[src/rtl/stat_stream_calculator.sv]
`default_nettype none
// ============================================================================
// Module  : stat_stream_calculator
// Purpose : Per-block max / min / mean / variance over N unsigned samples,
//           one statistic selected by a priority-encoded op mask.
// Rev     : 1.0 - initial release
// ============================================================================
module stat_stream_calculator #(
    parameter int W = 4,
    parameter int N = 4
) (
    input  logic           clk,
    input  logic           rst_n,
    input  logic           in_valid,
    output logic           in_ready,
    input  logic [W-1:0]   in_data,
    input  logic [3:0]     op,
    output logic           out_valid,
    input  logic           out_ready,
    output logic [2*W-1:0] out_data,
    output logic           MAX,
    output logic           MIN,
    output logic           MEAN,
    output logic           VAR
);

    localparam int LOG2N = $clog2(N);
    localparam int SW    = W + LOG2N;
    localparam int QW    = 2*W + LOG2N;
    localparam int VW    = 2*W + 2*LOG2N;

    typedef enum logic [1:0] {
        ACCUM = 2'd0,
        CALC  = 2'd1,
        HOLD  = 2'd2
    } state_t;

    state_t           state_q, state_d;
    logic [LOG2N-1:0] cnt_q,   cnt_d;
    logic [W-1:0]     max_q,   max_d;
    logic [W-1:0]     min_q,   min_d;
    logic [SW-1:0]    sum_q,   sum_d;
    logic [QW-1:0]    sumsq_q, sumsq_d;
    logic [3:0]       op_q,    op_d;
    logic [2*W-1:0]   res_q,   res_d;
    logic [3:0]       flags_q, flags_d;

    logic             w_accept;
    logic             w_first;
    logic             w_last;
    logic [2*W-1:0]   w_sq;
    logic [W-1:0]     w_mean;
    logic [VW-1:0]    w_nsumsq;
    logic [VW-1:0]    w_sum2;
    logic [VW-1:0]    w_diff;
    logic [2*W-1:0]   w_var;
    logic [3:0]       w_flags;
    logic [2*W-1:0]   w_result;

    assign w_accept = in_valid && (state_q == ACCUM);
    assign w_first  = (cnt_q == '0);
    assign w_last   = (cnt_q == LOG2N'(N-1));
    assign w_sq     = (2*W)'(in_data) * (2*W)'(in_data);

    // N*sumsq >= sum^2 always holds, so the subtraction never underflows and
    // the shifted result is bounded by the 2W-bit range.
    assign w_mean   = W'(sum_q >> LOG2N);
    assign w_nsumsq = {sumsq_q, {LOG2N{1'b0}}};
    assign w_sum2   = VW'(sum_q) * VW'(sum_q);
    assign w_diff   = w_nsumsq - w_sum2;
    assign w_var    = (2*W)'(w_diff >> (2*LOG2N));

    assign w_flags[0] = op_q[0];
    assign w_flags[1] = op_q[1] & ~op_q[0];
    assign w_flags[2] = op_q[2] & ~(|op_q[1:0]);
    assign w_flags[3] = op_q[3] & ~(|op_q[2:0]);

    assign w_result = ({(2*W){w_flags[0]}} & {{W{1'b0}}, max_q})
                    | ({(2*W){w_flags[1]}} & {{W{1'b0}}, min_q})
                    | ({(2*W){w_flags[2]}} & {{W{1'b0}}, w_mean})
                    | ({(2*W){w_flags[3]}} & w_var);

    always_comb begin
        state_d = state_q;
        cnt_d   = cnt_q;
        max_d   = max_q;
        min_d   = min_q;
        sum_d   = sum_q;
        sumsq_d = sumsq_q;
        op_d    = op_q;
        res_d   = res_q;
        flags_d = flags_q;
        case (state_q)
            ACCUM: begin
                if (w_accept) begin
                    // First sample of a block overwrites instead of
                    // accumulating, so no clear cycle is needed between blocks.
                    cnt_d   = cnt_q + LOG2N'(1);
                    max_d   = (w_first || (in_data > max_q)) ? in_data : max_q;
                    min_d   = (w_first || (in_data < min_q)) ? in_data : min_q;
                    sum_d   = w_first ? SW'(in_data) : sum_q + SW'(in_data);
                    sumsq_d = w_first ? QW'(w_sq) : sumsq_q + QW'(w_sq);
                    if (w_last) begin
                        op_d    = op;
                        state_d = CALC;
                    end
                end
            end
            CALC: begin
                res_d   = w_result;
                flags_d = w_flags;
                state_d = HOLD;
            end
            HOLD: begin
                if (out_ready) begin
                    state_d = ACCUM;
                end
            end
            default: begin
                state_d = ACCUM;
            end
        endcase
    end

    always_ff @(posedge clk or negedge rst_n) begin
        if (!rst_n) begin
            state_q <= ACCUM;
            cnt_q   <= '0;
            max_q   <= '0;
            min_q   <= '0;
            sum_q   <= '0;
            sumsq_q <= '0;
            op_q    <= '0;
            res_q   <= '0;
            flags_q <= '0;
        end else begin
            state_q <= state_d;
            cnt_q   <= cnt_d;
            max_q   <= max_d;
            min_q   <= min_d;
            sum_q   <= sum_d;
            sumsq_q <= sumsq_d;
            op_q    <= op_d;
            res_q   <= res_d;
            flags_q <= flags_d;
        end
    end

    assign in_ready  = (state_q == ACCUM);
    assign out_valid = (state_q == HOLD);
    assign out_data  = res_q;
    assign MAX       = flags_q[0];
    assign MIN       = flags_q[1];
    assign MEAN      = flags_q[2];
    assign VAR       = flags_q[3];

endmodule
`default_nettype wire

[config.mk]
export PLATFORM = sky130hd
export DESIGN_NAME = stat_stream_calculator
export DESIGN_NICKNAME = d
export VERILOG_FILES = /design/src/rtl/stat_stream_calculator.sv
export SDC_FILE = /design/constraint.sdc
export NUM_CORES = 1
export LEC_CHECK = 0
export ABC_AREA = 1
export BUFFER_PORTS_ARGS = -buffer_cell sky130_fd_sc_hd__buf_2
export CORE_MARGIN = 2
export CORE_UTILIZATION = 67
export DETAILED_ROUTE_END_ITERATION = 16
export GPL_ROUTABILITY_DRIVEN = 0
export MAX_ROUTING_LAYER = met4
export PLACE_DENSITY_LB_ADDON = 0.25
export SYNTH_ARGS = -nofsm -noshare
export SYNTH_HDL_FRONTEND = slang
export SYNTH_SLANG_ARGS = --single-unit
[constraint.sdc]
create_clock -name clk -period 9.9 [get_ports clk]
set_clock_uncertainty 0.2 [all_clocks]
set_input_delay 2.97 -clock clk [delete_from_list [all_inputs] [get_ports clk]]
set_output_delay 2.97 -clock clk [all_outputs]
set_load 0.02 [all_outputs]
==> results of run 1 <==
-- layer usage --
metal	vias to the layer above	track usage
li1	1827	-
met1	1771	0.3754
met2	127	0.5439
met3	23	0.04505
met4	0	0.1267
met5	-	-
-- cell type report --
cell class / count / share of cell area
inverters: 112 / 0.09837
multi-input cells: 400 / 0.5722
repair buffers: 25 / 0.02860
well taps: 75 / 0.02145
clock buffers: 6 / 0.01887
flip-flops and latches: 44 / 0.2516
clock inverters: 2 / 0.008865
-- metrics by stage --
step / hold slack [ps] / worst slack (ps) / cell area [um^2] / utilization
2_1_floorplan: 241.9 / 4699 / 4081 / -
3_3_place_gp: 256.1 / 4409 / 4254 / 0.7185
3_5_place_dp: 260.3 / 4268 / 4254 / 0.7185
4_1_cts: 281.0 / 4589 / 4375 / 0.7390
5_1_grt: 293.9 / 4274 / 4375 / 0.7390
6_report: 280.6 / 4557 / 4375 / 0.7390
-- cell usage in the layout, fill, tap and decap left out --
master	n
dfrtp_1	44
nor2_8	2
o22ai_1	3
nor2_4	1
nor3_1	1
xor2_1	6
o21ai_1	6
buf_2	25
nor2_1	39
o211ai_1	3
a21oi_1	27
nand3b_1	5
nand3_4	1
o21ai_0	20
nand4_2	1
inv_2	4
nand4_1	4
ha_1	44
clkinv_4	1
nand2_1	163
inv_6	1
a22oi_1	1
fa_1	15
nand3_1	34
inv_4	2
o21ai_2	5
a31oi_1	2
a21o_1	2
bufinv_16	1
nand2_2	4
o221ai_1	4
nand2_8	2
clkbuf_8	6
xnor2_1	2
o21bai_1	1
nor2_2	2
inv_1	105
-- how the worst max path moves through the flow --
stage | start | endpoint | slack, ps | cells after the start
2_1_floorplan | in_data[1] | sumsq_q[9] | 4700 | 15
3_3_place_gp | in_data[2] | sumsq_q[9] | 4410 | 16
3_5_place_dp | in_data[2] | sumsq_q[9] | 4270 | 16
4_1_cts | in_data[2] | sumsq_q[9] | 4590 | 16
5_1_grt | in_data[2] | sumsq_q[9] | 4270 | 16
6_report | in_data[2] | sumsq_q[9] | 4560 | 16
-- registers in the layout (all words and copies together) (netlist names) --
| name | count |
|---|---|
| out_data | 8 |
| flags_q | 4 |
| op_q | 4 |
| min_q | 4 |
| max_q | 4 |
| sumsq_q | 10 |
| state_q | 2 |
| cnt_q | 2 |
| sum_q | 6 |
-- cell families after synthesis --
group | synth area share
and+or+nand+nor | 0.2830
buffers and inverters | 0.1168
xor gates and xnor gates | 0.01717
adders and majority gates | 0.2085
AOI/OAI and AO/OA | 0.1048
DFF | 0.2698
-- worst max-delay path, delay by kind of cell --
kind	cells	cell delay (ps)
xor gates and xnor gates	1	170
and+or+nand+nor	9	1090
buffers and inverters	3	410
adders and majority gates	2	640
AOI/OAI and AO/OA	1	60
==> impl_metrics.tcl, run 1 <==
set metrics [dict create \
    status "completed" \
    ys_warn_count 0 \
    drtPass1Iterations 5 \
    synth_edf_count 0 \
    cts_hold_buf 0 \
    dieArea_um2 6732 \
    rows 28 \
    critPathArrivalTime_ps 5340 \
    dp_hpwl_mm 7.503 \
    setup_viol 0 \
    drc_errors 0 \
    fin_crit_sh 0.5397 \
    drt-wirelength-per-cell_um 14.66 \
    post_cts_buffers 0 \
    rrSetupSlack_ps 5620 \
    finalMaxSlewViolations 0 \
    grt_antenna_before_repair 0 \
    ys_seq_area_frac 0.2698 \
    highest_layer "met4" \
    cpPeakStageDelay_ps 380 \
    cts_root_buffer "clkbuf_8" \
    r2r_start "sum_q[2]" \
    hp-class "register to register" \
    syn_inst 564 \
    die_h_um 82.05 \
    wl_mm 9.735 \
    numCtsBuffers 5 \
    die_w_um 82.05 \
    fmax_mhz 187.2 \
    fin_nets 659 \
    synth-seq-cells 44 \
    grt_max_degree 45 \
    worstPathMaxFanout 8 \
    grt_first_pass_wirelength_mm 15.70 \
    synthArstFlopShare 1.000 \
    via_per_inst 5.645 \
    yosys-top-cells-count "nand2_1, inv_1, dfrtp_1, ha_1, nor2_1" \
    core_area_um2 5921 \
    rsz0062_at_grt "no" \
    synth-main-ff-cell "dfrtp_1" \
    grt_pass1_vias 3548 \
    rr_endpoint "out_data[6]" \
    cap_violations 0 \
    synth_area_um2 4081 \
    area_growth_pct 7.204 \
    timing.setup.tns_ps 0 \
    rr_worst_depth 15 \
    synth_nets 635 \
    hold_depth 2 \
    critical_path.slowest_cell "nor3_1" \
    crit_path_start_kind "input port" \
    wl_met3_um 484 \
    start_util 0.6893 \
    cts_tree "yes" \
    ys_types 36 \
    io_buffers 25 \
    drive_gt1_frac 0.09847 \
    multi_input_area_um2 2504 \
    fillers 482 \
    postRouteAntennaNets 0 \
    ff_latch_area_um2 1101 \
    ctsLongestPathBuffers 2 \
    synth_top_area_frac 0.2698 \
    cts_resized 0 \
    path_cells "buf_2 -> inv_1 -> nor3_1 -> ha_1 -> nand2_1 -> o21ai_2 -> xnor2_1 -> inv_1 -> ha_1 -> nand2_1 -> nor2_1 -> nand3_1 -> nand3_1 -> nand3_1 -> nand2_1 -> nor2_1" \
    dp_cells 656 \
    drt-initial-drc-count 296 \
    min-delay-start "min_q[0]" \
    num_io_pins 26 \
    avgSynthCellArea_um2 7.237 \
    vias 3748 \
    grt_overflow 0 \
    final_cells 664 \
    slew_headroom 0.3041 \
    wl_met1_mm 4.091 \
    hold_viol 0 \
    worstMarginPinSlew_ps 1044 \
    min_period_ps 5343 \
    path_class "input port to register" \
    cp-end-kind "register" \
    synthMostInstantiatedCell "nand2_1" \
    synth_area_leaders "dfrtp_1, nand2_1, ha_1, inv_1, fa_1" \
    grt_use_total 0.3172 \
    met2_length_mm 4.919 \
    cts_max_level 2 \
    worstHoldEndpoint "min_q[0]" \
    diodes 0 \
    clkTransAtPathRegs_ps 90 \
    clock-sinks 44 \
    crit_required_ps 9900 \
    netlist.top_cell.by_area "dfrtp_1" \
    worstSkewPairLatency_ps 310 \
]
Power of run 1 is not shown: default switching activity piles up to over one toggle a cycle in this logic, so the estimate is an artifact.
==> inputs of run 2 (changes only) <==
--- a/config.mk
+++ b/config.mk
@@ -8,7 +8,7 @@
 export ABC_AREA = 1
 export BUFFER_PORTS_ARGS = -buffer_cell sky130_fd_sc_hd__buf_2
 export CORE_MARGIN = 2
-export CORE_UTILIZATION = 67
+export CORE_UTILIZATION = 56
 export DETAILED_ROUTE_END_ITERATION = 16
 export GPL_ROUTABILITY_DRIVEN = 0
 export MAX_ROUTING_LAYER = met4
==> constraint.sdc (replaced) <==
create_clock -name clk -period 4.5 [get_ports clk]
set_clock_uncertainty 0.2 [all_clocks]
set_input_delay 1.35 -clock clk [delete_from_list [all_inputs] [get_ports clk]]
set_output_delay 1.35 -clock clk [all_outputs]
set_load 0.02 [all_outputs]
==> impl_metrics.tcl, run 2 (synthesis gave the netlist of run 1 again) <==
set metrics [dict create \
    status "completed" \
    die_w_um 89.37 \
    min_period_ps 4235 \
    crit_buf_inv 2 \
    critical_path.slowest_cell "dfrtp_1" \
    final_cells 689 \
    area_growth_pct 8.001 \
    clock-sinks 44 \
    drt-wirelength-per-cell_um 13.60 \
    top_register "sumsq_q" \
    final_util 0.6176 \
    r2r_start "sum_q[2]" \
    grt_first_pass_wirelength_mm 15.37 \
    crit_path_start_kind "register" \
    vias 3594 \
    cts_root_buffer "clkbuf_8" \
    path_class "register to register" \
    rsz0062_at_grt "no" \
    cap_violations 0 \
    diodes 0 \
    path_cells "nand2_1 -> ha_1 -> xor2_1 -> fa_1 -> fa_1 -> inv_1 -> fa_1 -> inv_1 -> ha_1 -> a21oi_1 -> nor2_1 -> nor2_1 -> nand3b_1 -> nand3_1 -> nand2_1" \
    wl_mm 9.368 \
    core_area_um2 7137 \
    setup_viol 0 \
    worstSkewPairLatency_ps 310 \
    grt_antenna_before_repair 0 \
    drc_errors 0 \
    drt-initial-drc-count 260 \
    dp_hpwl_mm 7.447 \
    rows 31 \
    via_per_inst 5.216 \
    die_h_um 89.37 \
    worstHoldEndpoint "min_q[3]" \
    drtPass1Iterations 5 \
    largest_register_ff_count 10 \
    critPathArrivalTime_ps 4240 \
    cts_tree "yes" \
    crit_required_ps 4510 \
    fin_nets 660 \
    worstMarginPinSlew_ps 1012 \
    fillers 701 \
    worstPathMaxFanout 9 \
    num_io_pins 26 \
    mostFrequentLayoutCells "nand2_1, inv_1, ha_1" \
    multi_input_area_um2 2504 \
    fin_crit_sh 0.9410 \
    cts_hold_buf 0 \
    clkTransAtPathRegs_ps 100 \
    min-delay-start "min_q[3]" \
    rr_worst_depth 15 \
    fmax_mhz 236.2 \
    crit_top_cell "fa_1" \
    io_buffers 25 \
    dp_cells 681 \
    drive_gt1_frac 0.1017 \
    grt_pass1_vias 3310 \
    dp_slack_ps 313.4 \
    rrSetupSlack_ps 270 \
    grt_max_degree 45 \
    finalMaxSlewViolations 0 \
    final_common_cell "nand2_1" \
    ff_latch_area_um2 1102 \
    rr_endpoint "out_data[4]" \
    postRouteAntennaNets 0 \
    cts_max_level 2 \
    cpPeakStageDelay_ps 570 \
    timing.setup.tns_ps 0 \
    numCtsBuffers 5 \
    hold_depth 2 \
    hold_viol 0 \
    start_util 0.5719 \
    cp-end-kind "register" \
    hp-class "register to register" \
    dieArea_um2 7987 \
    setup_slack_ps 265.4 \
    cp_top_family "adder cells" \
    grt_use_total 0.2602 \
    grt_overflow 0 \
    ctsLongestPathBuffers 2 \
    slew_headroom 0.3252 \
]
==> run 2: cell count changes in the layout (fill, tap and decap cells not counted), sizes merged <==
cell	delta
clkbuf	-1
clkinv	-1
clkinvlp	+1
inv	+1
buf	+1
==> run 2: final cells by class <==
type | instances | area share
clock buffers | 5 | 0.01561
flip-flops and latches | 44 | 0.2501
inverters | 112 | 0.09764
repair buffers | 26 | 0.03009
multi-input cells | 400 | 0.5680
clock inverters | 3 | 0.01050
well taps | 99 | 0.02810
==> run 2: through the flow <==
stage	hold WS (ps)	cell area (um^2)
floorplan	241.9	4081
global placement	254.9	4292
detailed placement	258.8	4292
CTS	283.4	4407
global route	292.6	4408
finish	280.7	4408
==> run 2: worst reg2reg max path: cells and delay by family (launching register included) <==
family	cells	cell delay, ps
AOI/OAI and AO/OA	1	240
xor gates and xnor gates	1	200
adders and majority gates	5	2230
buffers and inverters	2	90
DFF	1	570
and+or+nand+nor	6	610
==> run 2: metal layers <==
metal,GRT usage,vias up,share of wire
met3,0.03139,19,0.036
met2,0.3960,78,0.46
met4,0.08955,0,0.027
met5,-,-,0
met1,0.3606,1668,0.47
li1,-,1829,-
==> run 2: timing repair <==
item,CTS,global route
resized for setup,0,1
setup buffers,0,0
setup endpoints to repair,0,1
==> run 2: how the worst max path moves through the flow <==
stage / from / endpoint / cells past startpoint
after detailed placement: sum_q[2] / out_data[4] / 15
after floorplan: sum_q[0] / out_data[4] / 15
after CTS: sum_q[2] / out_data[4] / 15
after global routing: sum_q[2] / out_data[4] / 16
after global placement: sum_q[1] / out_data[4] / 15
final: sum_q[2] / out_data[4] / 15
Power of run 2 is left out for the same reason.
==> inputs of run 3 (changes only) <==
--- a/config.mk
+++ b/config.mk
@@ -7,8 +7,11 @@
 export LEC_CHECK = 0
 export ABC_AREA = 1
 export BUFFER_PORTS_ARGS = -buffer_cell sky130_fd_sc_hd__buf_2
+export CAP_MARGIN = 20
+export CELL_PAD_IN_SITES_DETAIL_PLACEMENT = 2
+export CELL_PAD_IN_SITES_GLOBAL_PLACEMENT = 2
 export CORE_MARGIN = 2
-export CORE_UTILIZATION = 56
+export CORE_UTILIZATION = 32
 export DETAILED_ROUTE_END_ITERATION = 16
 export GPL_ROUTABILITY_DRIVEN = 0
 export MAX_ROUTING_LAYER = met4
==> impl_metrics.tcl, run 3 (synthesis gave the netlist of run 1 again) <==
set metrics [dict create \
    rsz0062_at_grt "no" \
    final_cells 763 \
    slew_headroom 0.3591 \
    io_buffers 25 \
    drt-wirelength-per-cell_um 16.46 \
    num_io_pins 26 \
    timing.setup.tns_ps 0 \
    fin_nets 662 \
    grt_max_degree 37 \
    crit_required_ps 4490 \
    cts_root_buffer "clkbuf_16" \
    hold_viol 0 \
    dp_hpwl_mm 10.38 \
    worstMarginPinSlew_ps 961.4 \
    cts_resized 0 \
    hp-class "register to register" \
    postRouteAntennaNets 0 \
    diodes 0 \
    finalMaxSlewViolations 0 \
    drc_errors 0 \
    grt_pass1_vias 4080 \
    start_util 0.3261 \
    cts_max_level 2 \
    rr_worst_depth 15 \
    grt_antenna_before_repair 0 \
    min_period_ps 4221 \
    fmax_mhz 236.9 \
    grt_first_pass_wirelength_mm 20.83 \
    dp_slack_ps 235.9 \
    rows 41 \
    setup_slack_ps 278.6 \
    cts_hold_buf 0 \
    clkTransAtPathRegs_ps 70 \
    cts_tree "yes" \
    r2r_start "sum_q[0]" \
    multi_input_area_um2 2504 \
    min-delay-start "min_q[3]" \
    drt-initial-drc-count 100 \
    via_per_inst 4.917 \
    die_h_um 116.9 \
    worstHoldEndpoint "min_q[3]" \
    top_register "sumsq_q" \
    worstPathMaxFanout 8 \
    numCtsBuffers 5 \
    largest_register_ff_count 10 \
    dieArea_um2 13670 \
    vias 3752 \
    ff_latch_area_um2 1101 \
    status "completed" \
    cap_violations 0 \
    grt_use_total 0.2061 \
    cp-end-kind "register" \
    clock-sinks 44 \
    drtPass1Iterations 4 \
    die_w_um 116.9 \
    hold_depth 2 \
    area_growth_pct 11.13 \
    ctsLongestPathBuffers 2 \
    post_cts_buffers 0 \
    rrSetupSlack_ps 280 \
    final_common_cell "nand2_1" \
    dp_cells 756 \
    core_area_um2 12520 \
    path_class "register to register" \
    rr_endpoint "out_data[4]" \
    critPathArrivalTime_ps 4210 \
    fin_crit_sh 0.9381 \
    mostFrequentLayoutCells "nand2_1, inv_1, ha_1, dfrtp_1, nor2_1" \
    wl_mm 12.56 \
    worstSkewPairLatency_ps 300 \
    setup_viol 0 \
    fillers 1577 \
    crit_path_start_kind "register" \
    drive_gt1_frac 0.1015 \
    grt_overflow 0 \
]
[run 3: cell types whose count changed in the layout (fill, tap and decap cells not counted), sizes merged]
cell,change
inv,-1
buf,+2
bufinv,-1
clkinv,+1
[run 3: worst max path at each step]
| stage | startpoint | endpoint | slack [ps] | cells past startpoint |
|---|---|---|---|---|
| after floorplan | sum_q[0] | out_data[4] | 660 | 15 |
| after global placement | sum_q[2] | out_data[4] | 340 | 15 |
| after detailed placement | sum_q[0] | out_data[7] | 240 | 16 |
| after CTS | sum_q[2] | out_data[7] | 230 | 16 |
| after global routing | sum_q[0] | out_data[4] | 10 | 15 |
| final | sum_q[0] | out_data[4] | 280 | 15 |
[run 3: per-stage QoR]
step	hold slack [ps]	cell area (um^2)	utilization
floorplan	241.9	4081	-
global placement	261.6	4398	0.3514
detailed placement	262.7	4398	0.3514
CTS	279.6	4536	0.3624
global route	306.4	4536	0.3624
finish	270.2	4536	0.3624
[run 3: final cells by class]
class                           count  share of cell area
Sequential cell                    44              0.2428
Tap cell                          172             0.04745
Clock inverter                      2            0.002759
Multi-Input combinational cell    400              0.5520
Timing Repair Buffer               28             0.03255
Inverter                          112             0.09490
Clock buffer                        5             0.02759
[run 3: worst max-delay path, cell delays in order, from the launching register on]
cell and delay (ps):
dfrtp_1 500, nand2_1 190, xor2_1 190, ha_1 310, fa_1 520, fa_1 560
inv_1 50, fa_1 490, inv_1 40, ha_1 350, a21oi_1 260, nor2_1 80
nor2_1 130, nand3b_1 100, nand3_1 100, nand2_1 60
[run 3: layer usage]
| metal | GRT usage | vias up | wire [um] |
|---|---|---|---|
| li1 | - | 1818 | - |
| met1 | 0.2414 | 1875 | 5446 |
| met2 | 0.3642 | 39 | 6566 |
| met3 | 0.03090 | 20 | 241 |
| met4 | 0.06431 | 0 | 306 |
| met5 | - | - | 0 |
Power of run 3 is left out for the same reason.
